<file path="config.mk">
export PLATFORM = sky130hd
export DESIGN_NAME = mda_vram_arbiter
export DESIGN_NICKNAME = d
export VERILOG_FILES = /design/src/rtl/mda_vram_arbiter.sv
export SDC_FILE = /design/constraint.sdc
export NUM_CORES = 1
export LEC_CHECK = 0
export BUFFER_PORTS_ARGS = -buffer_cell sky130_fd_sc_hd__buf_2
export CORE_MARGIN = 8
export CORE_UTILIZATION = 35
export CTS_CLUSTER_DIAMETER = 80
export DETAILED_ROUTE_END_ITERATION = 10
export HOLD_SLACK_MARGIN = 0.03
export PLACE_DENSITY_LB_ADDON = 0.12
export SLEW_MARGIN = 20
export SYNTH_ARGS = -nofsm -noshare
export SYNTH_HDL_FRONTEND = slang
export SYNTH_SLANG_ARGS = --single-unit
</file>
<file path="constraint.sdc">
create_clock -name clk -period 5.25 [get_ports clk]
set_input_delay 0.525 -clock clk [delete_from_list [all_inputs] [get_ports clk]]
set_output_delay 0.525 -clock clk [all_outputs]
set_load 0.01 [all_outputs]
</file>
<file path="src/rtl/mda_vram_arbiter.sv">
// mda_vram_arbiter: shares the single 8-bit video SRAM between display
// fetches (absolute priority) and the ISA host. Host writes are posted
// through a small FIFO plus a one-entry skid register. Host reads stall
// the bus via isa_rdy until the SRAM returns data.
module mda_vram_arbiter #(
    parameter int WFIFO_DEPTH = 4,
    parameter int AW          = 19
) (
    input  logic          clk,
    input  logic          reset_l,
    input  logic [AW-1:0] isa_addr,
    input  logic [7:0]    isa_din,
    input  logic          isa_read,
    input  logic          isa_write,
    output logic [7:0]    isa_dout,
    output logic          isa_rdy,
    input  logic          isa_op_enable,
    input  logic          pixel_read,
    input  logic [AW-1:0] pixel_addr,
    output logic [7:0]    pixel_data,
    output logic [AW-1:0] ram_a,
    output logic          ram_we_l,
    output logic [7:0]    ram_d_out,
    output logic          ram_d_oe,
    input  logic [7:0]    ram_d_in
);
    localparam int IW = $clog2(WFIFO_DEPTH);
    localparam int PW = IW + 1;
    localparam logic [PW-1:0] PTR_ONE = {{(PW-1){1'b0}}, 1'b1};

    // Kind of SRAM cycle granted in N and driven on the pins in N+1.
    typedef enum logic [1:0] {CYC_IDLE, CYC_PIX, CYC_WR, CYC_RD} cyc_t;

    cyc_t          grant_d, cyc_q;
    logic          wr_prev_q, rd_prev_q;
    logic          wr_edge, rd_edge;
    logic          rd_pend_q, rd_pend_d;
    logic [AW-1:0] rd_addr_q;
    logic          skid_vld_q, skid_vld_d, skid_load;
    logic [AW-1:0] skid_addr_q;
    logic [7:0]    skid_data_q;
    logic [PW-1:0] wptr_q, wptr_d, rptr_q, rptr_d;
    logic [AW-1:0] fifo_addr_q [WFIFO_DEPTH];
    logic [7:0]    fifo_data_q [WFIFO_DEPTH];
    logic          fifo_empty, fifo_full, pop, push;
    logic [AW-1:0] push_addr;
    logic [7:0]    push_data;
    logic [AW-1:0] ram_a_q, ram_a_d;
    logic [7:0]    ram_d_out_q, ram_d_out_d;
    logic          ram_we_l_q, ram_we_l_d, ram_d_oe_q, ram_d_oe_d;
    logic [7:0]    pixel_data_q, isa_dout_q;

    assign wr_edge    = isa_write & ~wr_prev_q;
    assign rd_edge    = isa_read & ~rd_prev_q;
    assign fifo_empty = (wptr_q == rptr_q);
    assign fifo_full  = (wptr_q[PW-1] != rptr_q[PW-1]) &&
                        (wptr_q[IW-1:0] == rptr_q[IW-1:0]);
    assign isa_rdy    = ~rd_pend_q & ~fifo_full & ~skid_vld_q;

    // Grant: display first, then queued writes, then a read once no write is older.
    always_comb begin
        grant_d = CYC_IDLE;
        if (pixel_read) begin
            grant_d = CYC_PIX;
        end else if (isa_op_enable && !fifo_empty) begin
            grant_d = CYC_WR;
        end else if (isa_op_enable && !skid_vld_q && rd_pend_q && (cyc_q != CYC_RD)) begin
            grant_d = CYC_RD;
        end
    end

    // FIFO push/pop and skid handling; the skid entry is older than any new edge.
    always_comb begin
        pop        = (grant_d == CYC_WR);
        push       = 1'b0;
        push_addr  = isa_addr;
        push_data  = isa_din;
        skid_load  = 1'b0;
        skid_vld_d = skid_vld_q;
        if (skid_vld_q) begin
            if (!fifo_full || pop) begin
                push       = 1'b1;
                push_addr  = skid_addr_q;
                push_data  = skid_data_q;
                skid_load  = wr_edge;
                skid_vld_d = wr_edge;
            end
        end else if (wr_edge) begin
            if (!fifo_full || pop) begin
                push = 1'b1;
            end else begin
                skid_load  = 1'b1;
                skid_vld_d = 1'b1;
            end
        end
        wptr_d = push ? wptr_q + PTR_ONE : wptr_q;
        rptr_d = pop  ? rptr_q + PTR_ONE : rptr_q;
    end

    // Pending read: set on a fresh edge, cleared when its data is captured.
    always_comb begin
        rd_pend_d = rd_pend_q;
        if (cyc_q == CYC_RD) begin
            rd_pend_d = 1'b0;
        end else if (rd_edge) begin
            rd_pend_d = 1'b1;
        end
    end

    // Next SRAM pin values; ram_a and ram_d_out hold through idle cycles.
    always_comb begin
        ram_a_d     = ram_a_q;
        ram_d_out_d = ram_d_out_q;
        ram_we_l_d  = 1'b1;
        ram_d_oe_d  = 1'b0;
        case (grant_d)
            CYC_PIX: ram_a_d = pixel_addr;
            CYC_RD:  ram_a_d = rd_addr_q;
            CYC_WR: begin
                ram_a_d     = fifo_addr_q[rptr_q[IW-1:0]];
                ram_d_out_d = fifo_data_q[rptr_q[IW-1:0]];
                ram_we_l_d  = 1'b0;
                ram_d_oe_d  = 1'b1;
            end
            default: ;
        endcase
    end

    // Control state, registered SRAM pins and returned data.
    always_ff @(posedge clk or negedge reset_l) begin
        if (!reset_l) begin
            wr_prev_q    <= 1'b0;
            rd_prev_q    <= 1'b0;
            rd_pend_q    <= 1'b0;
            skid_vld_q   <= 1'b0;
            wptr_q       <= '0;
            rptr_q       <= '0;
            cyc_q        <= CYC_IDLE;
            ram_a_q      <= '0;
            ram_d_out_q  <= '0;
            ram_we_l_q   <= 1'b1;
            ram_d_oe_q   <= 1'b0;
            pixel_data_q <= '0;
            isa_dout_q   <= '0;
        end else begin
            wr_prev_q   <= isa_write;
            rd_prev_q   <= isa_read;
            rd_pend_q   <= rd_pend_d;
            skid_vld_q  <= skid_vld_d;
            wptr_q      <= wptr_d;
            rptr_q      <= rptr_d;
            cyc_q       <= grant_d;
            ram_a_q     <= ram_a_d;
            ram_d_out_q <= ram_d_out_d;
            ram_we_l_q  <= ram_we_l_d;
            ram_d_oe_q  <= ram_d_oe_d;
            if (cyc_q == CYC_PIX) pixel_data_q <= ram_d_in;
            if (cyc_q == CYC_RD)  isa_dout_q   <= ram_d_in;
        end
    end

    // Data storage: FIFO entries, skid entry and latched read address.
    always_ff @(posedge clk) begin
        if (push) begin
            fifo_addr_q[wptr_q[IW-1:0]] <= push_addr;
            fifo_data_q[wptr_q[IW-1:0]] <= push_data;
        end
        if (skid_load) begin
            skid_addr_q <= isa_addr;
            skid_data_q <= isa_din;
        end
        if (rd_edge && !rd_pend_q) rd_addr_q <= isa_addr;
    end

    assign ram_a      = ram_a_q;
    assign ram_we_l   = ram_we_l_q;
    assign ram_d_out  = ram_d_out_q;
    assign ram_d_oe   = ram_d_oe_q;
    assign pixel_data = pixel_data_q;
    assign isa_dout   = isa_dout_q;

endmodule
</file>
==> impl_metrics.sql <==
INSERT INTO impl_metrics (metric_group, metric, value, unit) VALUES
('logic_synthesis', 'yosysWarnings', '0', ''),
('clock_network', 'ctsHtreeMaxLevel', '1', ''),
('placement', 'place.detailed.hpwl', '11200', 'um'),
('global_route', 'grt_pass1_wl', '27600', 'um'),
('logic_synthesis', 'synth-seq-cells', '211', ''),
('global_route', 'grt_pass1_vias', '4609', ''),
('detailed_routing', 'wire_per_inst', '20.9', 'um'),
('run_status', 'run_status', 'complete, no violations', ''),
('final_layout', 'final_core_utilization', '0.423', ''),
('timing', 'report.final.hold_viol_count', '0', ''),
('final_layout', 'area_growth_syn_to_layout', '20.0', '%'),
('hold_path', 'worstHoldPathType', 'input port to flop', ''),
('logic_synthesis', 'cell_variety_after_synth', '43', ''),
('critical_path', 'critical_path_source_type', 'flop', ''),
('timing', 'fmaxAchievable', '0.329', 'GHz'),
('global_route', 'grt_overflow_total', '0', ''),
('clock_network', 'cts-root-buf', 'sky130_fd_sc_hd__clkbuf_16', ''),
('clock_network', 'cts_tree', 'built', ''),
('clock_network', 'cts_post_setup_buffers_inserted', '0', ''),
('timing', 'finalCriticalPeriod', '3.04', 'ns'),
('logic_synthesis', 'synth-edff-count', '154', ''),
('detailed_routing', 'remaining_drc_errors', '0', ''),
('floorplanning', 'chipWidth', '169', 'um'),
('timing', 'final.period_utilization', '0.579', ''),
('logic_synthesis', 'synth_area_leaders', 'sky130_fd_sc_hd__edfxtp_1 (56%), sky130_fd_sc_hd__dfrtp_1 (17%), sky130_fd_sc_hd__mux4_2 (6.3%)', ''),
('critical_path', 'crit_fanout', '31', ''),
('logic_synthesis', 'yosys.cell_count.top_type', 'sky130_fd_sc_hd__edfxtp_1', ''),
('timing', 'final_max_slew_viol_count', '0', ''),
('logic_synthesis', 'post_synthesis_instance_total', '405', ''),
('detailed_routing', 'totalWireLength', '18000', 'um'),
('placement', 'routabilityCongestion', '0.709', ''),
('final_layout', 'nNetsFinal', '591', ''),
('critical_path', 'slowest_delay', '0.92', 'ns'),
('final_layout', 'final_non_filler_cell_area', '9830', 'um2'),
('timing', 'post-route-worst-setup-slack', '2.21', 'ns'),
('logic_synthesis', 'cell_area_after_technology_mapping', '8190', 'um2'),
('global_route', 'global_route.usage.total', '0.126', ''),
('run', 'max_cap_violations', '0', ''),
('power', 'power.static_leakage', '3.57', 'nW'),
('timing', 'setup_viols_final', '0', ''),
('final_layout', 'fillers', '2127', ''),
('detailed_routing', 'initialDrtViolationCount', '263', ''),
('floorplanning', 'overall_die_height', '169', 'um'),
('critical_path', 'cell_with_the_largest_stage_delay_on_the_worst_path', 'sky130_fd_sc_hd__dfrtp_2', ''),
('clock_network', 'cts-buffers-inserted', '24', ''),
('floorplanning', 'ios', '106', ''),
('logic_synthesis', 'synth_async_sr_flop_share', '0.270', ''),
('clock_network', 'post_cts.resized_instances', '0', ''),
('detailed_routing', 'vias', '4179', ''),
('power', 'powerDensity', '524', 'nW/um2'),
('clock_network', 'clock_sink_count', '211', ''),
('logic_synthesis', 'synth.net_count', '470', ''),
('logic_synthesis', 'synth_top_area_frac', '0.564', ''),
('final_layout', 'layoutNonFillerInstCount', '863', ''),
('critical_path', 'timing.setup.critical_path_class', 'flop to flop', ''),
('logic_synthesis', 'most_numerous_cell_types_in_the_synthesized_netlist', 'sky130_fd_sc_hd__edfxtp_1 (154), sky130_fd_sc_hd__dfrtp_1 (56), sky130_fd_sc_hd__mux2_1 (27)', ''),
('logic_synthesis', 'yosysTopAreaCell', 'sky130_fd_sc_hd__edfxtp_1', ''),
('timing', 'tightestPinTransition', '1.05', 'ns'),
('logic_synthesis', 'postSynthAreaPerCell', '20.2', 'um2'),
('placement', 'placement.setup.worst_slack', '2.15', 'ns'),
('critical_path', 'worst_path_dominant_cell_family', 'flip-flops', ''),
('clock_network', 'worstSkewPairLatency', '0.50', 'ns'),
('critical_path', 'path_buf_inv', '1', ''),
('floorplanning', 'initial_utilization', '0.352', ''),
('detailed_routing', 'drtAntennaViolNets', '0', ''),
('logic_synthesis', 'synth_top_flop_cell', 'sky130_fd_sc_hd__edfxtp_1', ''),
('detailed_routing', 'vias_per_cell', '4.84', ''),
('timing', 'setup_total_negative_slack', '0', 'ns'),
('floorplanning', 'std_cell_rows', '56', ''),
('critical_path', 'cp_data_required_time', '5.48', 'ns'),
('placement', 'placement.cell_area', '9090', 'um2');
-- path summary, 6_finish.rpt --
| kind | startpoint | endpoint | slack, ns | depth (start not counted) |
|---|---|---|---|---|
| setup / recovery | rptr_q[1] | fifo_data_q[1][5] | 2.21 | 5 |
| hold / removal | isa_write | wr_prev_q | 0.15 | 1 |
| setup reg to reg | rptr_q[1] | fifo_data_q[1][5] | 2.21 | 5 |
| hold reg to reg | cyc_q[1] | rd_pend_q | 0.49 | 1 |
| max in group asynchronous | reset_l | rptr_q[0] | 4.48 | 2 |
| min in group asynchronous | reset_l | ram_a[4] | 0.20 | 2 |
-- worst reg2reg max path, delay by kind of cell (launching register included) --
kind | cells | cell delay [ns]
muxes | 1 | 0.44
xor gates and xnor gates | 1 | 0.32
and+or+nand+nor | 2 | 0.66
DFF | 1 | 0.92
buffers and inverters | 1 | 0.43
-- power by group --
part           total (mW)  switching (mW)  internal, mW
combinational        1.27           0.675         0.592
sequential           2.35           0.174          2.17
clock                1.54           0.626         0.912
total                5.15            1.47          3.68
-- area by class of cell --
class,instances,area (um2),area share
Clock inverter,10,50.0,0.00509
Sequential cell,211,6050,0.616
Clock buffer,34,689,0.0701
Timing Repair Buffer,112,598,0.0608
Inverter,12,45.0,0.00458
Multi-Input combinational cell,165,2000,0.203
Tap cell,319,399,0.0406
-- metrics by stage --
| step | power (mW) | hold WS [ns] |
|---|---|---|
| CTS | 5.25 | 0.122 |
| global placement | 3.66 | 0.456 |
| detailed placement | 3.69 | 0.474 |
| finish | 5.15 | 0.147 |
| floorplan | 3.21 | 0.229 |
| global route | 5.42 | 0.124 |
-- state kept, by name, summed over array words and instances (netlist names), 2 cells and up --
| name | count |
|---|---|
| skid_addr_q | 19 |
| rptr_q | 3 |
| isa_dout | 8 |
| ram_d_out | 8 |
| skid_data_q | 8 |
| cyc_q | 2 |
| wptr_q | 3 |
| ram_a | 19 |
| rd_addr_q | 19 |
| fifo_data_q | 32 |
| pixel_data | 8 |
| fifo_addr_q | 76 |
-- routing by layer --
metal,global-route usage,up-vias,routed length [um]
met3,0.0310,25,1190
met1,0.164,2164,7970
li1,-,1880,-
met2,0.207,110,8550
met4,0.0335,0,308
met5,0,-,0
-- cells by family after synthesis --
family                     Yosys count  synth area share
adders and majority gates            6           0.00886
xor gates and xnor gates            10            0.0107
muxes                               79             0.148
AOI/OAI and AO/OA                   46            0.0537
buffers and inverters               29            0.0226
and+or+nand+nor                     24            0.0180
DFF                                211             0.739
-- placed cells by master, fill, tap and decap left out, types with 2 or more instances in the layout --
master	instances
sky130_fd_sc_hd__mux4_1	4
sky130_fd_sc_hd__and2_2	3
sky130_fd_sc_hd__clkbuf_8	3
sky130_fd_sc_hd__mux2_2	25
sky130_fd_sc_hd__clkinv_2	6
sky130_fd_sc_hd__a22oi_1	3
sky130_fd_sc_hd__o22a_2	3
sky130_fd_sc_hd__nor3b_2	2
sky130_fd_sc_hd__o221a_2	14
sky130_fd_sc_hd__a21oi_1	3
sky130_fd_sc_hd__inv_1	11
sky130_fd_sc_hd__clkinv_1	4
sky130_fd_sc_hd__buf_4	6
sky130_fd_sc_hd__edfxtp_1	154
sky130_fd_sc_hd__clkbuf_1	6
sky130_fd_sc_hd__nor2b_1	2
sky130_fd_sc_hd__buf_2	105
sky130_fd_sc_hd__xor2_1	4
sky130_fd_sc_hd__dfrtp_1	54
sky130_fd_sc_hd__mux4_2	23
sky130_fd_sc_hd__nor2_1	3
sky130_fd_sc_hd__mux2_1	27
sky130_fd_sc_hd__clkbuf_16	25
sky130_fd_sc_hd__dfrtp_2	2
sky130_fd_sc_hd__o22a_1	13
sky130_fd_sc_hd__nand2_1	5
sky130_fd_sc_hd__nand2b_1	2
sky130_fd_sc_hd__xnor2_1	6
sky130_fd_sc_hd__o221ai_1	3
sky130_fd_sc_hd__ha_1	5
sky130_fd_sc_hd__o221a_1	2
Power figures use the tool's default switching activity.
